`config.mk`:
```
export PLATFORM = sky130hd
export DESIGN_NAME = imem_loader_flat
export DESIGN_NICKNAME = d
export VERILOG_FILES = /design/src/rtl/imem_loader_if.sv /design/src/rtl/imem_loader.sv /design/src/flat_wrapper.sv
export SDC_FILE = /design/constraint.sdc
export NUM_CORES = 1
export LEC_CHECK = 0
export ABC_AREA = 1
export CAP_MARGIN = 20
export CORE_MARGIN = 1.5
export CORE_UTILIZATION = 54
export CTS_CLUSTER_DIAMETER = 40
export DETAILED_ROUTE_END_ITERATION = 12
export PLACE_DENSITY = 0.89
export SYNTH_ARGS = -nofsm -noshare
export SYNTH_HDL_FRONTEND = slang
export SYNTH_SLANG_ARGS = --single-unit
```
`constraint.sdc`:
```
create_clock -name CLK -period 4.57 [get_ports CLK]
set_clock_uncertainty 0.1 [all_clocks]
set_input_delay 0.914 -clock CLK [delete_from_list [all_inputs] [get_ports CLK]]
set_output_delay 0.914 -clock CLK [all_outputs]
set_load 0.02 [all_outputs]
```
`src/rtl/imem_loader_if.sv`:
```
`default_nettype none
// ============================================================================
// Module   : imem_loader_if
// Purpose  : Bundles the word-stream handshake and the byte-wide instruction
//            memory write port that the instruction memory loader sits between.
// Ports    : in_valid/in_data/in_ready - 32-bit instruction word stream
//            mem_we/mem_addr/mem_wdata - byte write port into instruction memory
// Modports : master - the environment (word source + memory write port)
//            slave  - the loader
// Revision : 1.0 - initial release
// ============================================================================
interface imem_loader_if #(
  parameter int ADDR_W = 10
) ();

  logic              in_valid;
  logic [31:0]       in_data;
  logic              in_ready;
  logic              mem_we;
  logic [ADDR_W-1:0] mem_addr;
  logic [7:0]        mem_wdata;

  modport master (
    output in_valid,
    output in_data,
    input  in_ready,
    input  mem_we,
    input  mem_addr,
    input  mem_wdata
  );

  modport slave (
    input  in_valid,
    input  in_data,
    output in_ready,
    output mem_we,
    output mem_addr,
    output mem_wdata
  );

endinterface
`default_nettype wire

```
`src/rtl/imem_loader.sv`:
```
`default_nettype none
// ============================================================================
// Module   : imem_loader
// Purpose  : Writer side of the instruction memory. Accepts 32-bit words over
//            a valid/ready stream and writes each as four big-endian bytes
//            (MSB at the lowest address) into the byte-wide memory, holding
//            the CPU in reset while a load is in progress.
// Ports    : CLK        - clock, rising edge
//            RESET      - asynchronous, active-high reset
//            start      - one-cycle pulse, begins a load (IDLE only)
//            base_addr  - first byte address, bits [1:0] forced to zero
//            word_count - number of words to load
//            bus        - word stream in, byte write port out (slave modport)
//            busy       - load in progress
//            cpu_hold   - copy of busy, holds PC/fetch
//            done       - one-cycle pulse at the end of a successful load
//            error      - sticky address-overflow flag
// Revision : 1.0 - initial release
// ============================================================================
module imem_loader #(
  parameter int ADDR_W    = 10,
  parameter int MEM_BYTES = 1024,
  parameter int CNT_W     = 8
) (
  input  wire logic              CLK,
  input  wire logic              RESET,
  input  wire logic              start,
  input  wire logic [ADDR_W-1:0] base_addr,
  input  wire logic [CNT_W-1:0]  word_count,
  imem_loader_if.slave           bus,
  output logic                   busy,
  output logic                   cpu_hold,
  output logic                   done,
  output logic                   error
);

  typedef enum logic [2:0] {
    S_IDLE   = 3'd0,
    S_ACCEPT = 3'd1,
    S_WR0    = 3'd2,
    S_WR1    = 3'd3,
    S_WR2    = 3'd4,
    S_WR3    = 3'd5,
    S_DONE   = 3'd6,
    S_ERR    = 3'd7
  } state_t;

  // The pointer carries one extra bit so that running off the end of memory
  // is detected rather than wrapping back to address 0.
  localparam logic [ADDR_W:0] MEM_LIMIT = (ADDR_W + 1)'(MEM_BYTES);
  localparam logic [ADDR_W:0] PTR_ONE   = (ADDR_W + 1)'(1);
  localparam logic [CNT_W-1:0] REM_ONE  = CNT_W'(1);

  state_t            r_state;
  state_t            w_next;
  logic [ADDR_W:0]   r_ptr;
  logic [CNT_W-1:0]  r_rem;
  logic [31:0]       r_wbuf;
  logic              r_mem_we;
  logic              r_busy;
  logic              r_done;
  logic              r_error;
  logic              w_in_ready;
  logic              w_accept;
  logic              w_next_is_wr;
  logic              w_unused_base_lo;

  // Word alignment discards the two low address bits.
  assign w_unused_base_lo = ^base_addr[1:0];

  assign w_accept     = w_in_ready & bus.in_valid;
  assign w_next_is_wr = (w_next == S_WR0) || (w_next == S_WR1) ||
                        (w_next == S_WR2) || (w_next == S_WR3);

  always_comb begin
    w_next     = r_state;
    w_in_ready = 1'b0;
    case (r_state)
      S_IDLE: begin
        if (start) begin
          w_next = (word_count != '0) ? S_ACCEPT : S_DONE;
        end
      end
      S_ACCEPT: begin
        // Never offer ready once the pointer is past the end: the word that
        // would overflow must stay with the source.
        if (r_ptr >= MEM_LIMIT) begin
          w_next = S_ERR;
        end else begin
          w_in_ready = 1'b1;
          if (bus.in_valid) begin
            w_next = S_WR0;
          end
        end
      end
      S_WR0:   w_next = S_WR1;
      S_WR1:   w_next = S_WR2;
      S_WR2:   w_next = S_WR3;
      S_WR3:   w_next = (r_rem == REM_ONE) ? S_DONE : S_ACCEPT;
      S_DONE:  w_next = S_IDLE;
      S_ERR:   w_next = S_IDLE;
      default: w_next = S_IDLE;
    endcase
  end

  always_ff @(posedge CLK or posedge RESET) begin
    if (RESET) begin
      r_state  <= S_IDLE;
      r_ptr    <= '0;
      r_rem    <= '0;
      r_wbuf   <= '0;
      r_mem_we <= 1'b0;
      r_busy   <= 1'b0;
      r_done   <= 1'b0;
      r_error  <= 1'b0;
    end else begin
      r_state  <= w_next;
      // Status and write-enable are registered from the next state so they
      // line up exactly with the state they describe, glitch-free.
      r_mem_we <= w_next_is_wr;
      r_busy   <= (w_next != S_IDLE);
      r_done   <= (w_next == S_DONE);
      if (w_next == S_ERR) begin
        r_error <= 1'b1;
      end

      case (r_state)
        S_IDLE: begin
          if (start) begin
            r_error <= 1'b0;
            if (word_count != '0) begin
              r_ptr <= {1'b0, base_addr[ADDR_W-1:2], 2'b00};
              r_rem <= word_count;
            end
          end
        end
        S_ACCEPT: begin
          if (w_accept) begin
            r_wbuf <= bus.in_data;
          end
        end
        // The write data is always the top byte of the buffer, so shifting
        // left after each byte emits the word most-significant byte first.
        S_WR0, S_WR1, S_WR2: begin
          r_ptr  <= r_ptr + PTR_ONE;
          r_wbuf <= {r_wbuf[23:0], 8'h00};
        end
        S_WR3: begin
          r_ptr  <= r_ptr + PTR_ONE;
          r_wbuf <= {r_wbuf[23:0], 8'h00};
          r_rem  <= r_rem - REM_ONE;
        end
        default: begin
        end
      endcase
    end
  end

  assign bus.in_ready  = w_in_ready;
  assign bus.mem_we    = r_mem_we;
  assign bus.mem_addr  = r_ptr[ADDR_W-1:0];
  assign bus.mem_wdata = r_wbuf[31:24];
  assign busy          = r_busy;
  assign cpu_hold      = r_busy;
  assign done          = r_done;
  assign error         = r_error;

endmodule
`default_nettype wire

```
`src/flat_wrapper.sv`:
```
// flat-port wrapper written by rule: the top's interface ports become plain ports
module imem_loader_flat 
#(
  parameter int ADDR_W    = 10,
  parameter int MEM_BYTES = 1024,
  parameter int CNT_W     = 8
)
  (CLK, RESET, start, base_addr, word_count, busy, cpu_hold, done, error, bus_in_valid, bus_in_data, bus_in_ready, bus_mem_we, bus_mem_addr, bus_mem_wdata);
  imem_loader_if #(.ADDR_W(ADDR_W)) bus_i ();
  input  wire logic CLK;
  input  wire logic RESET;
  input  wire logic start;
  input  wire logic [ADDR_W-1:0] base_addr;
  input  wire logic [CNT_W-1:0] word_count;
  output logic busy;
  output logic cpu_hold;
  output logic done;
  output logic error;
  input wire logic [$bits(bus_i.in_valid)-1:0] bus_in_valid;
  input wire logic [$bits(bus_i.in_data)-1:0] bus_in_data;
  output wire logic [$bits(bus_i.in_ready)-1:0] bus_in_ready;
  output wire logic [$bits(bus_i.mem_we)-1:0] bus_mem_we;
  output wire logic [$bits(bus_i.mem_addr)-1:0] bus_mem_addr;
  output wire logic [$bits(bus_i.mem_wdata)-1:0] bus_mem_wdata;
  assign bus_i.in_valid = bus_in_valid;
  assign bus_i.in_data = bus_in_data;
  assign bus_in_ready = bus_i.in_ready;
  assign bus_mem_we = bus_i.mem_we;
  assign bus_mem_addr = bus_i.mem_addr;
  assign bus_mem_wdata = bus_i.mem_wdata;
  imem_loader #(.ADDR_W(ADDR_W), .MEM_BYTES(MEM_BYTES), .CNT_W(CNT_W)) u_core (.CLK(CLK), .RESET(RESET), .start(start), .base_addr(base_addr), .word_count(word_count), .bus(bus_i), .busy(busy), .cpu_hold(cpu_hold), .done(done), .error(error));
endmodule
```
# Word level (Yosys, flattened, before mapping)
# Index checks and enable logic that the tools add are counted.
# op_classes
add_sub_neg,2
n_lt_le_gt_ge,1
eq_ne,17
muxes,19
bitwise,1
reduce_logical,14
# ops
op,count
case mux 32 bit (2 select lines),1
2-to-1 mux 32 bit,1
"equality test 3 bit, second input constant",8
2-to-1 mux 11 bit,2
case mux 11 bit (2 select lines),1
case mux 3 bit (7 select lines),1
2-to-1 mux 8 bit,2
case mux 8 bit (2 select lines),1
2-to-1 mux 3 bit,5
"equality test 3 x 2 -> 1 bit, second input constant",4
"adder 11 x 1 -> 11 bit, second input constant",1
"greater-or-equal comparator 11 bit, second input constant",1
"equality test 8 x 1 -> 1 bit, second input constant",1
nonzero test 8 bit,1
"subtractor 8 x 1 -> 8 bit, second input constant",1
AND reduction 3 bit,2
nonzero test 2 bit,3
2-to-1 mux 1 bit,5
"inequality test 2 x 1 -> 1 bit, second input constant",2
OR reduction 4 bit,1
"equality test 3 x 1 -> 1 bit, second input constant",1
zero test 3 bit,1
logical OR 1 bit,3
nonzero test 3 bit,1
4 further kinds,4
# word_totals
reg_bits,58
input_bits,54
out_inout_bits,24
elab_cells,62

# Longest topological paths before layout
# Gate-level depths: netlist of run 1.
# depth
word_depth,8
ltp_mapped,9
ltp_nobuf,9

# Worst setup path after synthesis of run 1
# Ideal clock, no wire load.
# synth_path
kind,input to register
startpoint,input word_count[1]
endpoint,register u_core.r_rem[5]
setup_ns,0.130
arrival_ns,1.759
t_required_ns,4.340
path_slack_ns,2.581
stages,7
path_buffers,1
cell_sequence,nor2_1 nand2_1 o21ai_2 nand2_1 buf_4 o211ai_1 o21ai_0
# synth_between
elab_chain_cells,3
# synth_rtl
element,line_no,rtl
from (decl),flat_wrapper.sv:14,input wire logic [CNT_W-1:0] word_count;
nonzero test 8 bit,imem_loader.sv:131,if (word_count != '0) begin
inequality test 2 x 1 -> 1 bit (no line),-,
AND reduction 3 bit (no line),-,
to (signal assigned),imem_loader.sv:133,r_rem <= word_count;
to (signal assigned),imem_loader.sv:151,r_rem <= r_rem - REM_ONE;
to (decl),imem_loader.sv:57,logic [CNT_W-1:0] r_rem;
# Every way passes these cells.
# A chain may end at the register's enable or synchronous reset.

# Worst setup path after layout of run 1
# layout_path
startpoint,register u_core.r_state[2]
endpoint,output bus_in_ready
# layout_between
elab_chain_cells,2
# layout_rtl
element,line_no,rtl
from (decl),imem_loader.sv:54,state_t r_state;
from (signal assigned),imem_loader.sv:117,r_state <= w_next;
equality test 3 x 1 -> 1 bit,imem_loader.sv:78,case (r_state)
2-to-1 mux 1 bit,imem_loader.sv:78,
to (decl),flat_wrapper.sv:21,output wire logic [$bits(bus_i.in_ready)-1:0] bus_in_ready;
# Every way passes these cells.

==> flow_metrics.py, run 1 <==
metrics = {
    "global_route": {
        "antenna_found_initial": 0,
        "grt.overflow.total": 0,
        "grt_max_degree": 65,
        "grt_pass1_wl_um": 11200,
        "grt_usage_pct": 22.4,
        "grt_pass1_vias": 2533,
    },
    "drt": {
        "wire_per_inst_um": 12.7,
        "drc": 0,
        "drtPass1Iterations": 5,
        "antenna_left": 0,
        "drt-total-wl_um": 6820,
        "initialDrtViolationCount": 217,
        "vias": 2817,
        "via_per_inst": 5.26,
    },
    "sta": {
        "rsz0062_at_grt": "false",
        "setup-tns-final_ns": 0,
        "period_share_pct": 60.9,
        "finalSetupViolCount": 0,
        "slew_headroom_pct": 46.9,
        "hold_viol": 0,
        "slew_viol_final": 0,
        "clock.fmax_mhz": 359,
        "post-route-min-period_ns": 2.78,
        "setup_ws_ns": 1.79,
        "worst_pin_slew_ns": 0.796,
    },
    "final_layout": {
        "drive_above_1_share_pct": 7.97,
        "fin_nets": 518,
        "antennaDiodeCount": 0,
        "register_area_um2": 1450,
        "area_growth_pct": 25.4,
        "multi_input_area_um2": 1370,
        "fillers": 461,
    },
    "yosys": {
        "synth_cells": 404,
        "yosys_warnings": 0,
        "synth_area_um2": 3190,
        "syn_avg_cell_area_um2": 7.89,
        "yosysSeqAreaShare_pct": 45.5,
        "synth_cell_types": 33,
        "synth_nets": 463,
        "postSynthRegisterBits": 58,
    },
    "die": {
        "die_area_um2": 6370,
        "rows": 27,
        "die_h_um": 79.8,
        "initial_core_util_pct": 56.8,
        "io_pins": 78,
        "core_area_um2": 5610,
        "die_x_um": 79.8,
    },
    "setup_path": {
        "startpoint_type": "register",
        "slowest_delay_ns": 0.62,
        "crit_type": "register to primary output",
        "crit_arrival_ns": 1.77,
        "required_ns": 3.56,
        "path_max_fanout": 6,
        "path_delay_family": "buffers and inverters",
        "crit_buf_inv": 2,
        "crit_chain": "inv_2 -> nand3_2 -> nor2_2 -> clkdlybuf4s50_1",
        "worstSetupEndpointType": "primary output",
        "crit_slowest_cell": "clkdlybuf4s50_1",
        "r2r_start": "u_core.r_state[2]",
        "setup.worst_path.start": "u_core.r_state[2]",
    },
    "clock_network": {
        "cts_root_buffer": "clkbuf_8",
        "cts_hold_buf": 0,
        "cts_buffer_depth": 2,
        "cts.sink_count": 58,
        "path_clk_slew_ns": 0.06,
        "cts_htree_levels": 3,
        "post_cts_buffers": 0,
        "numCtsBuffers": 9,
        "cts_resized": 0,
        "cts_tree": "done",
        "clk_latency_ns": 0.33,
    },
    "power_and_ir_drop": {
        "clkPwrFrac_pct": 14.0,
        "p_switching_uw": 1330,
        "peakVddDrop_mv": 0.407,
        "pwr-share-comb_pct": 53.0,
        "internal-power_uw": 1570,
        "seq_power_share_pct": 32.9,
        "power_density_nw_per_um2": 725,
        "power_leakage_uw": 0.00177,
        "sw_frac_of_total_pct": 45.8,
    },
    "run": {
        "maxCapViolCount": 0,
    },
    "place": {
        "gp_congestion": 0.804,
        "place_ws_ns": 1.90,
        "dpl.hpwl_um": 4830,
        "port_buffers": 75,
    },
    "min_path": {
        "hold_start": "u_core.r_rem[6]",
        "hold_class": "register to register",
    },
    "status": {
        "outcome": "finished clean",
    },
}
cells in the final DEF (no fill, tap or decap), drive strengths merged, types with 2 or more instances in the layout:
cell | netlist | final
a21oi | 3 | 3
a31oi | 27 | 27
buf | 28 | 4
clkbuf | 7 | 11
clkdlybuf4s50 | 0 | 75
clkinv | 0 | 3
clkinvlp | 0 | 2
dfrtp | 58 | 58
ha | 5 | 5
inv | 34 | 34
nand2 | 91 | 91
nand3 | 33 | 33
nand4 | 3 | 3
nor2 | 60 | 60
nor3 | 3 | 3
o211ai | 4 | 4
o21ai | 35 | 35
xnor2 | 2 | 2
xor2 | 5 | 5
cell type report:
class | instances | area share [%]
Clock buffer | 11 | 3.54
Inverter | 34 | 3.19
Clock inverter | 5 | 0.752
Timing Repair Buffer | 79 | 19.5
Multi-Input combinational cell | 277 | 34.4
Tap cell | 72 | 2.25
Sequential cell | 58 | 36.3
Yosys cell counts:
library cell / instances / area share, %
ha_1: 5 / 2.0
inv_2: 5 / 0.59
nand3_1: 30 / 4.7
buf_4: 22 / 5.2
buf_2: 4 / 0.63
xnor2_1: 2 / 0.55
nor2_1: 58 / 6.8
a31oi_1: 27 / 5.3
nand3b_1: 1 / 0.24
a211oi_1: 1 / 0.24
nor2_2: 2 / 0.39
nor3b_1: 1 / 0.24
nand4_1: 3 / 0.59
o22ai_1: 1 / 0.20
nand3_2: 3 / 0.94
buf_6: 2 / 0.71
o21ai_4: 1 / 0.51
inv_1: 29 / 3.4
nor3_2: 1 / 0.31
o211ai_1: 4 / 0.94
clkbuf_1: 7 / 0.82
o21bai_1: 1 / 0.24
dfrtp_1: 58 / 46
nand2_2: 2 / 0.39
o21ai_2: 1 / 0.27
o21ai_0: 27 / 4.2
a21oi_1: 3 / 0.47
nor3_1: 2 / 0.31
nand2_1: 88 / 10
o21ai_1: 6 / 0.94
xor2_1: 5 / 1.4
or2_2: 1 / 0.20
nand2_4: 1 / 0.35
stage by stage:
stage	hold WS (ns)	util [%]	cells	power, uW	instance area [um^2]
after floorplan	0.379	-	404	2180	3190
after global placement	0.399	68.2	520	2420	3820
after detailed placement	0.408	68.2	520	2500	3820
after CTS	0.415	71.2	536	2910	4000
after global routing	0.445	71.2	536	3150	4000
final	0.416	71.2	536	2900	4000
flip-flops by register name, indices dropped and copies added (netlist names):
name,cells
u_core.r_ptr,11
u_core.r_rem,8
u_core.error,1
u_core.busy,1
u_core.done,1
u_core.bus.mem_we,1
u_core.r_wbuf,32
u_core.r_state,3
path summary, 6_finish.rpt:
check                                         end  slack (ns)  cells past startpoint
worst max-delay path                 bus_in_ready        1.79                      4
min in group asynchronous       u_core.r_wbuf[27]        0.95                      2
worst max register to register   u_core.r_ptr[10]        2.51                      7
max in group asynchronous       u_core.r_wbuf[21]        2.65                      3
worst min-delay path              u_core.r_rem[6]        0.42                      1
worst min register to register    u_core.r_rem[6]        0.42                      1
worst register-to-register path: stages (launching register included):
cell and delay [ns]:
dfrtp_1 0.46, ha_1 0.34, buf_4 0.35, nand2_1 0.16, nand2_4 0.20, inv_1 0.12, o21ai_0 0.15, nor2_1 0.05
power by group through the flow:
stage	clock [uW]	combinational, uW	sequential [uW]
final	407	1540	955
after global routing	443	1720	980
after CTS	418	1540	952
after detailed placement	0	1540	958
after global placement	0	1480	942
after floorplan	0	1250	927
routing by layer:
metal	GRT usage (%)	routed length, um	vias to the layer above
met5	0	0	-
met4	7.93	96	0
met3	4.23	343	11
met2	36.2	3260	88
met1	30.2	3120	1304
li1	-	-	1414
logic make-up (layout without fill, tap and decap cells):
family | Yosys count | count (layout) | share of synthesized area (%)
simple gates | 193 | 193 | 25.9
compound gates | 72 | 72 | 13.3
buf+inv | 69 | 129 | 11.3
flops | 58 | 58 | 45.5
xor+xnor | 7 | 7 | 1.92
fa+ha+maj | 5 | 5 | 1.96
Power figures use the tool's default switching activity.
==> run 2: changes to the inputs <==
CORE_UTILIZATION = 50   (was 54)
PLACE_DENSITY = 0.84   (was 0.89)
clock period = 2.6 ns   (was 4.57 ns; I/O delays follow)
==> flow_metrics.py, run 2 (same netlist as run 1, synthesis figures left out) <==
metrics = {
    "status": {
        "outcome": "finished clean",
    },
    "drt": {
        "drc": 0,
        "wire_per_inst_um": 12.9,
        "antenna_left": 0,
        "vias": 2807,
        "via_per_inst": 5.20,
        "drtPass1Iterations": 4,
        "initialDrtViolationCount": 222,
        "drt-total-wl_um": 6990,
    },
    "global_route": {
        "antenna_found_initial": 0,
        "grt_pass1_wl_um": 12000,
        "grt_max_degree": 65,
        "grt_usage_pct": 21.4,
        "grt.overflow.total": 0,
        "grt_pass1_vias": 2641,
    },
    "place": {
        "dpl.hpwl_um": 4880,
        "gp_congestion": 0.877,
        "port_buffers": 75,
        "placed_cell_area_um2": 3860,
    },
    "setup_path": {
        "cp_num_cells": 4,
        "worstSetupEndpointType": "primary output",
        "crit_slowest_cell": "clkdlybuf4s50_1",
        "crit_path_end": "bus_in_ready",
        "path_max_fanout": 6,
        "slowest_delay_ns": 0.63,
        "r2r_start": "u_core.r_state[2]",
        "crit_chain": "inv_2 -> nand3_2 -> nor2_2 -> clkdlybuf4s50_1",
        "path_delay_family": "buffers and inverters",
        "crit_arrival_ns": 1.81,
        "r2r_end": "u_core.r_ptr[10]",
        "crit_type": "register to primary output",
        "required_ns": 1.98,
        "startpoint_type": "register",
        "worstRegToRegCells": 7,
        "r2r_slack_ns": 0.58,
        "setup.worst_path.start": "u_core.r_state[2]",
        "crit_buf_inv": 2,
    },
    "sta": {
        "finalSetupViolCount": 0,
        "post-route-min-period_ns": 2.43,
        "period_share_pct": 93.3,
        "hold_viol": 0,
        "rsz0062_at_grt": "false",
        "slew_viol_final": 0,
        "worst_pin_slew_ns": 0.513,
        "clock.fmax_mhz": 412,
        "fin_hold_ws_ns": 0.416,
        "setup-tns-final_ns": 0,
        "slew_headroom_pct": 65.8,
    },
    "clock_network": {
        "cts.sink_count": 58,
        "cts_root_buffer": "clkbuf_8",
        "path_clk_slew_ns": 0.06,
        "cts_resized": 0,
        "cts_tree": "done",
        "post_cts_buffers": 0,
        "cts_hold_buf": 0,
        "cts_buffer_depth": 2,
        "clk_latency_ns": 0.33,
        "cts_htree_levels": 3,
        "numCtsBuffers": 9,
    },
    "min_path": {
        "hold_class": "register to register",
    },
    "final_layout": {
        "antennaDiodeCount": 0,
        "regMostFlops": "u_core.r_wbuf",
        "biggestRegsByFlops": "u_core.r_wbuf: 32 flops, u_core.r_ptr: 11 flops, u_core.r_rem: 8 flops",
        "area_growth_pct": 28.0,
        "fin_nets": 519,
        "finalInstanceArea_um2": 4080,
        "final_cell_mix": "88 x nand2_1, 75 x clkdlybuf4s50_1, 58 x nor2_1, 58 x dfrtp_1, 30 x nand3_1",
        "drive_above_1_share_pct": 8.17,
        "fillers": 500,
        "final_common_cell": "nand2_1",
        "largest_reg_flops": 32,
    },
    "die": {
        "core_area_um2": 6030,
        "die_h_um": 82.8,
        "rows": 28,
        "die_area_um2": 6860,
        "initial_core_util_pct": 52.9,
        "io_pins": 78,
        "die_x_um": 82.8,
    },
    "run": {
        "maxCapViolCount": 0,
    },
    "power_and_ir_drop": {
        "peakVddDrop_mv": 0.896,
        "power_density_nw_per_um2": 1310,
        "power_leakage_uw": 0.00180,
    },
}
run 2: cell count changes in the layout (fill, tap and decap cells not counted), sizes merged:
cell,delta
buf,+1
bufinv,+2
clkinv,-1
clkinvlp,-1
run 2: metal layers:
layer / up-vias / wire [um] / track usage, %
li1: 1424 / - / -
met4: 0 / 102 / 9.70
met1: 1299 / 3250 / 27.7
met3: 11 / 276 / 4.08
met5: - / 0 / 0
met2: 73 / 3360 / 34.9
run 2: tightest hold or removal path: stages, from the launching register on:
cell and delay [ns]:
dfrtp_1 0.37, inv_1 0.05, a21oi_1 0.05
run 2: worst min path at each step:
stage | end | from | depth (start not counted) | slack, ns
global route | u_core.error | u_core.error | 2 | 0.45
floorplan | u_core.r_rem[6] | u_core.r_rem[6] | 1 | 0.38
finish | u_core.error | u_core.error | 2 | 0.42
CTS | u_core.error | u_core.error | 2 | 0.42
global placement | u_core.error | u_core.error | 2 | 0.41
detailed placement | u_core.error | u_core.error | 2 | 0.41
run 2: cell type report:
| type | instances | area, um^2 | share of cell area [%] |
|---|---|---|---|
| Timing Repair Buffer | 80 | 813 | 19.9 |
| Multi-Input combinational cell | 277 | 1370 | 33.7 |
| Clock inverter | 5 | 77.6 | 1.90 |
| Inverter | 34 | 128 | 3.13 |
| Tap cell | 75 | 93.8 | 2.30 |
| Sequential cell | 58 | 1450 | 35.6 |
| Clock buffer | 11 | 141 | 3.47 |
run 2: stage by stage:
stage          utilization [%]  instances  total power (uW)  setup WS [ns]
6_report                  67.7        540              5360          0.174
5_1_grt                   67.7        540              5830         0.0827
4_1_cts                   67.7        540              5380          0.158
3_5_place_dp              64.1        524              4440          0.311
3_3_place_gp              64.1        524              4350          0.372
2_1_floorplan                -        404              3830          0.552
run 2: power by group:
part	switching [uW]	internal, uW	total, uW
sequential	319	1350	1670
combinational	1680	1090	2770
clock	361	563	924
total	2350	3010	5360
==> run 3: changes to the inputs <==
CAP_MARGIN = unset   (was 20)
==> results of run 3 <==
No change in the layout: final DEF, timing and power equal those of run 2.
